[config.mk]
export PLATFORM = sky130hd
export DESIGN_NAME = addr_seq_gen
export DESIGN_NICKNAME = d
export VERILOG_FILES = /design/src/rtl/addr_seq_gen_pkg.sv /design/src/rtl/addr_seq_gen_base_map.sv /design/src/rtl/addr_seq_gen.sv
export SDC_FILE = /design/constraint.sdc
export NUM_CORES = 1
export LEC_CHECK = 0
export ABC_AREA = 1
export BUFFER_PORTS_ARGS = -buffer_cell sky130_fd_sc_hd__buf_2
export CAP_MARGIN = 15
export CORE_MARGIN = 2
export CORE_UTILIZATION = 45
export DETAILED_ROUTE_END_ITERATION = 10
export GPL_TIMING_DRIVEN = 0
export PLACE_DENSITY = 0.75
export REMOVE_ABC_BUFFERS = 1
export SYNTH_ARGS = -nofsm -noshare
export SYNTH_HDL_FRONTEND = slang
export SYNTH_SLANG_ARGS = --single-unit
[constraint.sdc]
create_clock -name clk -period 1.72 [get_ports clk]
set_input_delay 0.086 -clock clk [delete_from_list [all_inputs] [get_ports clk]]
set_output_delay 0.086 -clock clk [all_outputs]
set_load 0.01 [all_outputs]
[src/rtl/addr_seq_gen_pkg.sv]
// Shared control definitions for the address sequencer and the blocks that
// reuse its index-to-base mapping.
package addr_seq_gen_pkg;

    // Default geometry of the control-path address map.
    localparam int DEF_ADDR_W = 14;
    localparam int DEF_BANK_W = 2;
    localparam int BANK_SHIFT = DEF_ADDR_W - DEF_BANK_W;

    // Sequencer state encoding, kept as plain constants so older blocks that
    // decode the state bits keep working.
    localparam logic [1:0] IDLE = 2'd0;
    localparam logic [1:0] RUN  = 2'd1;
    localparam logic [1:0] FIN  = 2'd2;

    // Indices below the bank count select a whole bank; the rest name registers.
    function automatic logic is_bank_idx(input int unsigned idx, input int unsigned num_banks);
        return idx < num_banks;
    endfunction

endpackage

[src/rtl/addr_seq_gen_base_map.sv]
// Combinational index-to-base mapping: bank indices map to the bank's base
// address, register indices map straight onto the low address bits.
module addr_base_map
    import addr_seq_gen_pkg::*;
#(
    parameter int ADDR_W    = 14,
    parameter int BANK_W    = 2,
    parameter int IDX_W     = 4,
    parameter int NUM_BANKS = 4
) (
    input  logic [IDX_W-1:0]  idx,
    output logic [ADDR_W-1:0] base,
    output logic              is_bank
);

    localparam int SHIFT = ADDR_W - BANK_W;

    // Resolve the index to its base address and classify it.
    always_comb begin
        // NOTE: every output gets a value before any condition so no latch is inferred.
        is_bank = is_bank_idx(32'(idx), NUM_BANKS);
        base    = ADDR_W'(idx);
        if (is_bank) begin
            base = ADDR_W'(idx) << SHIFT;
        end
    end

endmodule

[src/rtl/addr_seq_gen.sv]
// Address sequencer: accepts a burst command, resolves its base address and
// streams one address per accepted beat, then pulses done.
module addr_seq_gen
    import addr_seq_gen_pkg::*;
#(
    parameter int ADDR_W    = 14,
    parameter int BANK_W    = 2,
    parameter int IDX_W     = 4,
    parameter int NUM_BANKS = 4,
    parameter int LEN_W     = 12,
    parameter int STRIDE_W  = 8
) (
    input  logic                clk,
    input  logic                rst,
    input  logic                cmd_valid,
    output logic                cmd_ready,
    input  logic [IDX_W-1:0]    cmd_index,
    input  logic [LEN_W-1:0]    cmd_len,
    input  logic [STRIDE_W-1:0] cmd_stride,
    input  logic                cmd_wrap,
    input  logic                abort,
    output logic                addr_valid,
    input  logic                addr_ready,
    output logic [ADDR_W-1:0]   addr,
    output logic                addr_last,
    output logic                busy,
    output logic                done
);

    localparam int SHIFT = ADDR_W - BANK_W;

    logic [1:0]          state_q,  state_d;
    logic [LEN_W-1:0]    cnt_q,    cnt_d;
    logic [ADDR_W-1:0]   addr_q,   addr_d;
    logic [STRIDE_W-1:0] stride_q, stride_d;
    logic                wrap_q,   wrap_d;

    logic [ADDR_W-1:0]   base;
    logic                base_is_bank;
    logic [ADDR_W-1:0]   sum;
    logic [ADDR_W-1:0]   next_addr;

    addr_base_map #(
        .ADDR_W    (ADDR_W),
        .BANK_W    (BANK_W),
        .IDX_W     (IDX_W),
        .NUM_BANKS (NUM_BANKS)
    ) u_base_map (
        .idx     (cmd_index),
        .base    (base),
        .is_bank (base_is_bank)
    );

    // Next beat address: wrap keeps the bank bits and lets the offset roll
    // over; otherwise the carry may run into the bank bits.
    always_comb begin
        sum       = addr_q + ADDR_W'(stride_q);
        next_addr = sum;
        if (wrap_q) begin
            next_addr = {addr_q[ADDR_W-1:SHIFT], sum[SHIFT-1:0]};
        end
    end

    // Sequencer control: command capture, beat stepping, abort and completion.
    always_comb begin
        state_d  = state_q;
        cnt_d    = cnt_q;
        addr_d   = addr_q;
        stride_d = stride_q;
        wrap_d   = wrap_q;
        case (state_q)
            IDLE: begin
                if (cmd_valid) begin
                    state_d = RUN;
                    addr_d  = base;
                    if (base_is_bank) begin
                        cnt_d    = cmd_len;
                        stride_d = cmd_stride;
                        wrap_d   = cmd_wrap;
                    end else begin
                        // A register is a single fixed address.
                        cnt_d    = '0;
                        stride_d = '0;
                        wrap_d   = 1'b0;
                    end
                end
            end
            RUN: begin
                if (abort) begin
                    // Abort wins even over a beat accepted in the same cycle.
                    state_d = IDLE;
                end else if (addr_ready) begin
                    if (cnt_q == '0) begin
                        state_d = FIN;
                    end else begin
                        cnt_d  = cnt_q - LEN_W'(1);
                        addr_d = next_addr;
                    end
                end
            end
            FIN: begin
                state_d = IDLE;
            end
            default: begin
                state_d = IDLE;
            end
        endcase
    end

    // State registers with asynchronous clear.
    always_ff @(posedge clk or posedge rst) begin
        if (rst) begin
            state_q  <= IDLE;
            cnt_q    <= '0;
            addr_q   <= '0;
            stride_q <= '0;
            wrap_q   <= 1'b0;
        end else begin
            // NOTE: non-blocking updates so every flop samples pre-edge values.
            state_q  <= state_d;
            cnt_q    <= cnt_d;
            addr_q   <= addr_d;
            stride_q <= stride_d;
            wrap_q   <= wrap_d;
        end
    end

    assign cmd_ready  = (state_q == IDLE);
    assign addr_valid = (state_q == RUN);
    assign busy       = (state_q == RUN);
    assign done       = (state_q == FIN);
    assign addr_last  = (state_q == RUN) && (cnt_q == '0);
    assign addr       = addr_q;

endmodule
Word-level counts from Yosys, hierarchy flattened
Cells that the tools add are included.

word-level totals
  flip-flop bits (word level) = 37
  input bits = 30
  output and inout bits = 19
  logic and storage cells = 46

operators by class
  $add $sub $neg = 2
  magnitude comparators = 1
  equality and inequality tests = 9
  multiplexer cells = 20
  reductions and logical operators = 8

operators with widths
  cell                   count
  $mux 14                6
  $mux 12                5
  $pmux 14 s2            1
  $pmux 12 s2            1
  $add 14x8->14          1
  $logic_not 12->1       1
  $sub 12x1->12 const B  1
  $mux 2                 4
  $mux 8                 1
  $ne 2x2->1 const B     4
  $ne 3x2->1 const B     2
  $reduce_and 6->1       1
  $reduce_and 5->1       1
  $lt 4x3->1 const B     1
  $pmux 2 s2             1
  $reduce_and 3->1       1
  $eq 2x1->1 const B     1
  $eq 2x2->1 const B     1
  $logic_not 2->1        1
  $ne 2x1->1 const B     1
  $reduce_and 2->1       1
  $reduce_bool 2->1      1
  $logic_and 1x1->1      1
  $mux 1                 1

Longest topological paths before layout
Gate-level depths: netlist (run 1).

  depth after elaboration = 6
  depth in mapped cells = 11
  mapped depth without buffers = 11

Modules after synthesis
Synthesis (run 1) repeated with hierarchy kept, for this count alone.

unflattened totals
  cell total of the unflattened synthesis = 415
  area total of the unflattened synthesis = 2,813.9 sq um

by module, submodules not included
  module         instances  cells each  area each (sq um)  seq. area each (sq um)
  addr_seq_gen   1          394         2,702.6            925.9
  addr_base_map  1          21          111.4              0.0

Worst setup path before layout (run 1)
No wires, ideal clock.

  path kind = register to register
  from = register addr_q[0], in the netlist addr[0]
  to = register addr_q[6], in the netlist addr[6]
  library setup time = 127 ps
  arrival = 1,779 ps
  data required time = 1,593 ps
  path slack = -186 ps
  stages on the path, launching flop included = 10
  path buffers = 0
  period minus slack after synthesis = 1,906 ps
  cell sequence = dfrtp_1 ha_1 fa_1 nand3_1 nand3_1 nand2_1 nand2_1 or2_2 nand2_1 o21ai_0

on the way
  word-level cells in the longest chain between the ends = 6

RTL lines
  what                    line                 source
  start, declared         addr_seq_gen.sv:34   logic [ADDR_W-1:0] addr_q, addr_d;
  start signal, assigned  addr_seq_gen.sv:122  addr_q <= addr_d;
  $add 14x8->14           addr_seq_gen.sv:57   sum = addr_q + ADDR_W'(stride_q);
  $mux 14                 addr_seq_gen.sv:59   if (wrap_q) begin
  $mux 14                 addr_seq_gen.sv:93   if (cnt_q == '0) begin
  $mux 14                 addr_seq_gen.sv:92   end else if (addr_ready) begin
  $mux 14                 addr_seq_gen.sv:89   if (abort) begin
  $pmux 14 s2             addr_seq_gen.sv:71   case (state_q)

Every way passes these cells. The select of a mux whose other input is x is not followed.
A chain may end at the register's enable or synchronous reset.

Final worst setup path (run 1)
  from = register addr_q[6], in the netlist addr[6]
  to = register addr_q[8], in the netlist addr[8]

The elaborated chain is that of the path after synthesis.

==> results of run 1 <==
==> cell families after synthesis <==
| kind of cell | share of synthesized area, % |
|---|---|
| compound gates | 12.40 |
| xor+xnor | 1.716 |
| fa+ha+maj | 5.686 |
| buf+inv | 9.804 |
| flops | 36.27 |
| simple gates | 34.12 |
==> layout by cell type (no fill, tap or decap), types with 2 or more instances in the layout <==
cell	n
o21ai_0	23
a31oi_1	3
clkinvlp_4	2
inv_1	40
nor2_4	4
nor3_1	5
nand2_1	112
ha_1	6
o21ai_2	2
clkinv_2	2
buf_4	10
nand2_8	3
inv_2	2
o31ai_1	2
nand4_1	5
dlygate4sd3_1	2
o21ai_1	10
nor2_1	18
nor2_2	7
xnor2_1	2
a21oi_1	13
xor2_1	3
nand3_2	4
dfrtp_1	35
buf_2	48
nand3_1	25
clkbuf_8	5
ha_4	3
nand2_2	7
nand3_4	3
or2_2	2
dfrtp_2	2
==> registers in the layout, indices dropped and copies added (netlist names) <==
| signal | cells |
|---|---|
| stride_q | 8 |
| state_q | 2 |
| wrap_q | 1 |
| addr | 14 |
| cnt_q | 12 |
==> layer usage <==
| metal | global-route usage [%] | part of all wire (%) |
|---|---|---|
| met1 | 26.61 | 41 |
| met2 | 40.08 | 52 |
| met3 | 5.000 | 6.8 |
| met4 | 5.690 | 1.0 |
| met5 | 0 | 0 |
==> cell usage after synthesis (5+ instances only) <==
library cell / instances / area, µm²
nor3_1: 5 / 25.02
o21ai_1: 7 / 35.03
ha_1: 10 / 125.1
o21ai_0: 28 / 140.1
a21oi_1: 14 / 70.07
nand2_1: 117 / 439.2
nor2_1: 22 / 82.58
dfrtp_1: 37 / 925.9
buf_2: 5 / 25.02
nand4_1: 5 / 31.28
inv_1: 44 / 165.2
nand3_1: 30 / 150.1
==> power groups by stage <==
stage | registers [mW] | logic (mW) | clock network, mW
3_3_place_gp | 1.39 | 1.81 | 0
3_5_place_dp | 1.40 | 1.86 | 0
6_report | 1.43 | 2.27 | 0.621
5_1_grt | 1.47 | 2.51 | 0.665
4_1_cts | 1.39 | 2.03 | 0.623
2_1_floorplan | 1.40 | 1.33 | 0
==> through the flow <==
stage | utilization, % | hold slack [ns] | TNS (ns)
global route | 58.87 | 0.03632 | -0.2198
CTS | 55.56 | 0.02722 | -0.1479
detailed placement | 51.19 | 0.2725 | -21.51
global placement | 50.87 | 0.2657 | -21.91
finish | 58.87 | 0.02805 | -0.04664
floorplan | - | 0.1590 | -6.407
==> worst min-delay path by stage <==
| stage | slack, ns | cells after the start | to | from |
|---|---|---|---|---|
| after floorplan | 0.16 | 1 | state_q[1] | abort |
| after global placement | 0.27 | 2 | state_q[1] | abort |
| after detailed placement | 0.27 | 2 | state_q[1] | abort |
| after CTS | 0.03 | 3 | stride_q[7] | cmd_stride[7] |
| after global routing | 0.04 | 3 | wrap_q | cmd_wrap |
| final | 0.03 | 3 | stride_q[7] | cmd_stride[7] |
==> tightest hold or removal path: cells and delay by family <==
kind            cells  cell delay (ns)
compound gates      1             0.06
buf+inv             1             0.09
simple gates        1             0.05
==> final cells by class <==
cell class	count	area [µm²]	area share (%)
clock buffers	6	72.57	2.239
repair buffers	63	381.6	11.77
multi-input cells	273	1569	48.40
flip-flops and latches	37	928.4	28.64
inverters	45	182.7	5.635
well taps	72	90.09	2.779
clock inverters	2	10.01	0.3088
repair inverters	1	7.507	0.2316
==> timing repair <==
item	4_1_cts	5_1_grt
setup buffers	5	7
endpoints found under the setup margin	30	18
cloned	2	1
pin swaps	9	12
resized for setup	22	28
endpoints found under the hold margin	38	0
hold buffers	2	0
==> impl_metrics.json, run 1 <==
{
  "via_count": 2729,
  "grt_pass1_wl_mm": 10.94,
  "final-hold-violation-count": 0,
  "timing.final.crit_share_pct": 102.7,
  "combPwrFrac_pct": 52.6,
  "h-tree-depth": 2,
  "fin_nets": 467,
  "die-height_um": 79.32,
  "gp_congestion": 0.9128,
  "reg2reg_to": "addr[8]",
  "critPathBufInv": 0,
  "switching_share_pct": 46.08,
  "core.rowCount": 27,
  "leakagePower_nw": 1.641,
  "clockBufferDepth": 2,
  "cpLargestDelayFamily": "simple AND/OR/NAND/NOR gates",
  "rsz0062_at_grt": "yes",
  "cpPeakStageDelay_ns": 0.40,
  "dieArea_um2": 6291,
  "grt_max_degree": 38,
  "end_kind": "flip-flop",
  "portBuffers": 48,
  "viasPerCell": 5.469,
  "drive_gt1_share_pct": 27.40,
  "num_io_pins": 49,
  "clkLatencyLatePin_ns": 0.30,
  "slowest_stage": "dfrtp_1",
  "synth-async-reset-ratio_pct": 100.0,
  "stdcell_count": 499,
  "violations": "negative setup slack",
  "dp.cells": 474,
  "cp_num_cells": 6,
  "tightest_slew_ns": 0.8263,
  "dp_hpwl_mm": 4.266,
  "maxSlewViolCount": 0,
  "cts_sinks": 37,
  "ant_nets": 0,
  "yosys_warnings": 0,
  "crit_arrival_ns": 1.95,
  "fin_crit_ns": 1.767,
  "wl_mm": 7.107,
  "ys_ff_latch": 37,
  "cts_buffers": 5,
  "cp_cell_sequence": "ha_1 -> nand2_1 -> nor2_2 -> a21oi_4 -> nor3_1 -> nor2_1",
  "start_util_pct": 46.35,
  "reg2reg_depth": 6,
  "maxCapViolCount": 0,
  "clkPwrFrac_pct": 14.4,
  "dpl-instance-area_um2": 2819,
  "power.switching_mw": 1.991,
  "power_mw": 4.321,
  "r2r_slack_ns": -0.05,
  "track_usage_pct": 22.22,
  "status": "finished, violations left",
  "ys.flop_type": "dfrtp_1",
  "syn_avg_cell_area_um2": 6.955,
  "diodes": 0,
  "fmax_ghz": 0.5660,
  "path_max_fanout": 5,
  "reg2reg_from": "addr[6]",
  "grt_overflow": 0,
  "drc": 0,
  "dpl_worst_slack_ns": -0.9897,
  "stdcell_area_um2": 3242,
  "clock_skew_ns": 0.007266,
  "worstSetupStartpointType": "flip-flop",
  "seq_power_share_pct": 33.0,
  "intPower_mw": 2.330,
  "startpoint": "addr[6]",
  "powerDensity_nw_per_um2": 1333,
  "coreArea_um2": 5507,
  "finalWorstSetupSlack_ns": -0.04664,
  "antenna_found_initial": 0,
  "grt_pass1_vias": 2399,
  "clkSlewWorstSetupHoldPaths_ns": 0.08,
  "hold_class": "in -> reg",
  "synthCells": 367,
  "endpoint": "addr[8]",
  "cts_tree": "done",
  "wire_per_inst_um": 14.24,
  "drt-initial-drc-count": 204,
  "synth_cell_types": 34,
  "slew_headroom_pct": 44.83,
  "synth-seq-area-share_pct": 36.27,
  "vdd_ir_drop_max_mv": 0.7961,
  "drt-pass1-iter-count": 7,
  "chipWidth_um": 79.32,
  "synth-edff-count": 0,
  "crit_type": "reg -> reg",
  "syn_to_final_growth_pct": 27.01,
  "setup_viol": 1,
  "root_buffer": "clkbuf_8",
  "n_fill_cell": 516,
  "worst_ep_required_time_ns": 1.90,
  "synth_area_um2": 2552
}
No activity file was read; power rests on OpenSTA's default activity.
==> run 2, diff against run 1 <==
Settings changed: ABC_AREA 1 to not set.
==> run 2 against run 1 <==
The run ends with negative hold slack, negative setup slack left. Largest cell class unchanged. Wire length increased by 5.6%. Critical path type unchanged. Fmax shrank 11%. Synthesized area fell by 9.2%.
==> impl_metrics.json, run 2 <==
{
  "syn_avg_cell_area_um2": 9.232,
  "hold_depth": 3,
  "dieArea_um2": 5740,
  "yosysMostFrequentCell": "dfrtp_1",
  "crit_arrival_ns": 2.17,
  "root_buffer": "clkbuf_8",
  "drt-pass1-iter-count": 4,
  "violations": "negative hold slack, negative setup slack",
  "wire_per_inst_um": 18.76,
  "worstSetupStartpointType": "flip-flop",
  "fin_nets": 371,
  "finalWorstSetupSlack_ns": -0.2571,
  "stdcell_count": 400,
  "final-hold-violation-count": 2,
  "netlist.top_cell.by_area": "dfrtp_1",
  "die-height_um": 75.76,
  "gp_congestion": 0.8608,
  "highest_layer": "met4",
  "finish.utilization_pct": 65.66,
  "cts_buffers": 5,
  "clockBufferDepth": 2,
  "crit_type": "reg -> reg",
  "wl_met2_mm": 3.721,
  "combPwrFrac_pct": 45.2,
  "clkLatencyLatePin_ns": 0.31,
  "clkPwrFrac_pct": 17.8,
  "power.switching_mw": 1.491,
  "core.rowCount": 26,
  "viasPerCell": 6.033,
  "ant_nets": 0,
  "portBuffers": 48,
  "setup_viol": 22,
  "grt_pass1_wl_mm": 10.78,
  "leakagePower_nw": 1.539,
  "yosys_warnings": 0,
  "maxCapViolCount": 0,
  "drc": 0,
  "via_count": 2413,
  "syn_to_final_growth_pct": 42.87,
  "synth_area_leaders": "dfrtp_1 40%, nand2_1 5.5%, ha_1 5.4%, a21oi_1 4.1%, nor2_1 3.6%",
  "stdcell_area_um2": 3311,
  "synth_top_area_share_pct": 39.96,
  "grt_pass1_vias": 2208,
  "start_util_pct": 45.96,
  "layout_common_cells": "48 x buf_2, 32 x dfrtp_1, 30 x nand2_1",
  "maxSlewViolCount": 0,
  "seq_power_share_pct": 37.0,
  "synth-async-reset-ratio_pct": 100.0,
  "antenna_found_initial": 0,
  "whs_ns": -0.003568,
  "cts_tree": "done",
  "ys_ff_latch": 37,
  "hold_class": "in -> reg",
  "vdd_ir_drop_max_mv": 0.5680,
  "grt_max_degree": 38,
  "final_common_cell": "buf_2",
  "clkSlewWorstSetupHoldPaths_ns": 0.08,
  "wl_met1_mm": 2.979,
  "h-tree-depth": 2,
  "clock_skew_ns": 0.008587,
  "largest_register_ffs": 14,
  "wl_met3_um": 540,
  "slew_headroom_pct": 28.52,
  "end_kind": "flip-flop",
  "fin_crit_ns": 1.977,
  "synth_cell_types": 57,
  "chipWidth_um": 75.76,
  "dp_hpwl_mm": 3.991,
  "ys.flop_type": "dfrtp_1",
  "num_io_pins": 49,
  "fmax_ghz": 0.5058,
  "dpl-instance-area_um2": 2582,
  "diodes": 0,
  "intPower_mw": 2.176,
  "worst_ep_required_time_ns": 1.91,
  "drt-initial-drc-count": 290,
  "ys_top_cells_by_count": "37 x dfrtp_1, 34 x nand2_1, 22 x nor2_1, 19 x a21oi_1, 15 x o21ai_0",
  "status": "finished, violations left",
  "reg2reg_depth": 7,
  "grt_overflow": 0,
  "synth-seq-area-share_pct": 39.96,
  "wl_mm": 7.505,
  "rsz0062_at_grt": "yes",
  "path_max_fanout": 3,
  "dp.cells": 358,
  "synthCells": 251,
  "switching_share_pct": 40.66,
  "timing.final.crit_share_pct": 114.9,
  "track_usage_pct": 24.98,
  "drive_gt1_share_pct": 46.97,
  "coreArea_um2": 5042,
  "synth_area_um2": 2317,
  "powerDensity_nw_per_um2": 1107,
  "synth-edff-count": 0,
  "cts_sinks": 37,
  "tightest_slew_ns": 1.068
}
==> run 2: changes by cell type in the layout (fill, tap and decap cells not counted), moves of 6 or more <==
| cell | delta |
|---|---|
| inv_1 | -38 |
| buf_6 | +8 |
| buf_4 | +14 |
| nand3_1 | -12 |
| nand2_2 | -6 |
| nand2_1 | -82 |
| o21ai_0 | -19 |
==> run 2: cell type report <==
class                      count  area, µm²
clock buffer                   7      86.33
fill                         369       1732
inverter                       6      26.28
multi-input combinational    197       1627
sequential                    37      932.1
tap                           70      87.58
timing repair buffer          83      551.8
==> run 2: power groups by stage <==
stage	clock network (mW)	registers, mW	logic [mW]
after floorplan	0	1.27	0.708
after global placement	0	1.28	0.968
after detailed placement	0	1.29	1.00
after CTS	0.642	1.30	1.32
after global routing	0.678	1.38	1.78
final	0.652	1.36	1.66
==> run 2: repair_timing <==
item / CTS / global route
buffers inserted: 24 / 14
gates resized for setup: 47 / 47
pin swaps: 17 / 39
hold buffers: 1 / 0
gates cloned: 0 / 0
setup endpoints to repair: 29 / 28
hold endpoints to repair: 37 / 0
==> run 2: layer usage <==
layer / vias to the layer above / track usage (%)
li1: 1086 / -
met1: 1175 / 34.19
met2: 121 / 39.46
met3: 31 / 4.630
met4: 0 / 9.162
met5: - / 0
==> run 2: critical path, stage by stage, from the launching register on <==
cell	delay [ns]
dfrtp_1	0.40
ha_2	0.22
fa_2	0.38
a211oi_4	0.32
o21bai_2	0.11
a21oi_2	0.18
xor2_1	0.20
o21ai_1	0.08
==> run 2: final timing paths <==
check | slack [ns] | end | from
max | -0.26 | addr[6] | addr[0]
min | -0.004 | stride_q[7] | cmd_stride[7]
max reg2reg | -0.26 | addr[6] | addr[0]
min reg2reg | 0.49 | stride_q[4] | stride_q[4]
max in group asynchronous | 0.65 | stride_q[1] | rst
min in group asynchronous | 0.49 | addr[7] | rst
==> run 2: logic make-up after synthesis <==
family	count (synthesis)	share of synthesized area, %
multiplexers	1	0.4320
flip-flops	37	39.96
AO/OA/AOI/OAI	83	24.89
buffers and inverters	17	3.672
adder cells (fa/ha/maj)	11	6.264
XOR/XNOR	8	3.024
AND/OR/NAND/NOR	94	21.76
==> run 2: stage by stage <==
stage | worst slack, ns | total power, mW | setup TNS (ns) | hold slack, ns
final | -0.2571 | 3.667 | -2.377 | -0.003568
after global routing | -0.2984 | 3.837 | -4.059 | 0.004926
after CTS | -0.1384 | 3.260 | -1.288 | 0.001534
after detailed placement | -0.4974 | 2.287 | -8.508 | 0.2836
after global placement | -0.4486 | 2.248 | -7.412 | 0.3040
after floorplan | -0.2903 | 1.978 | -1.640 | 0.2128
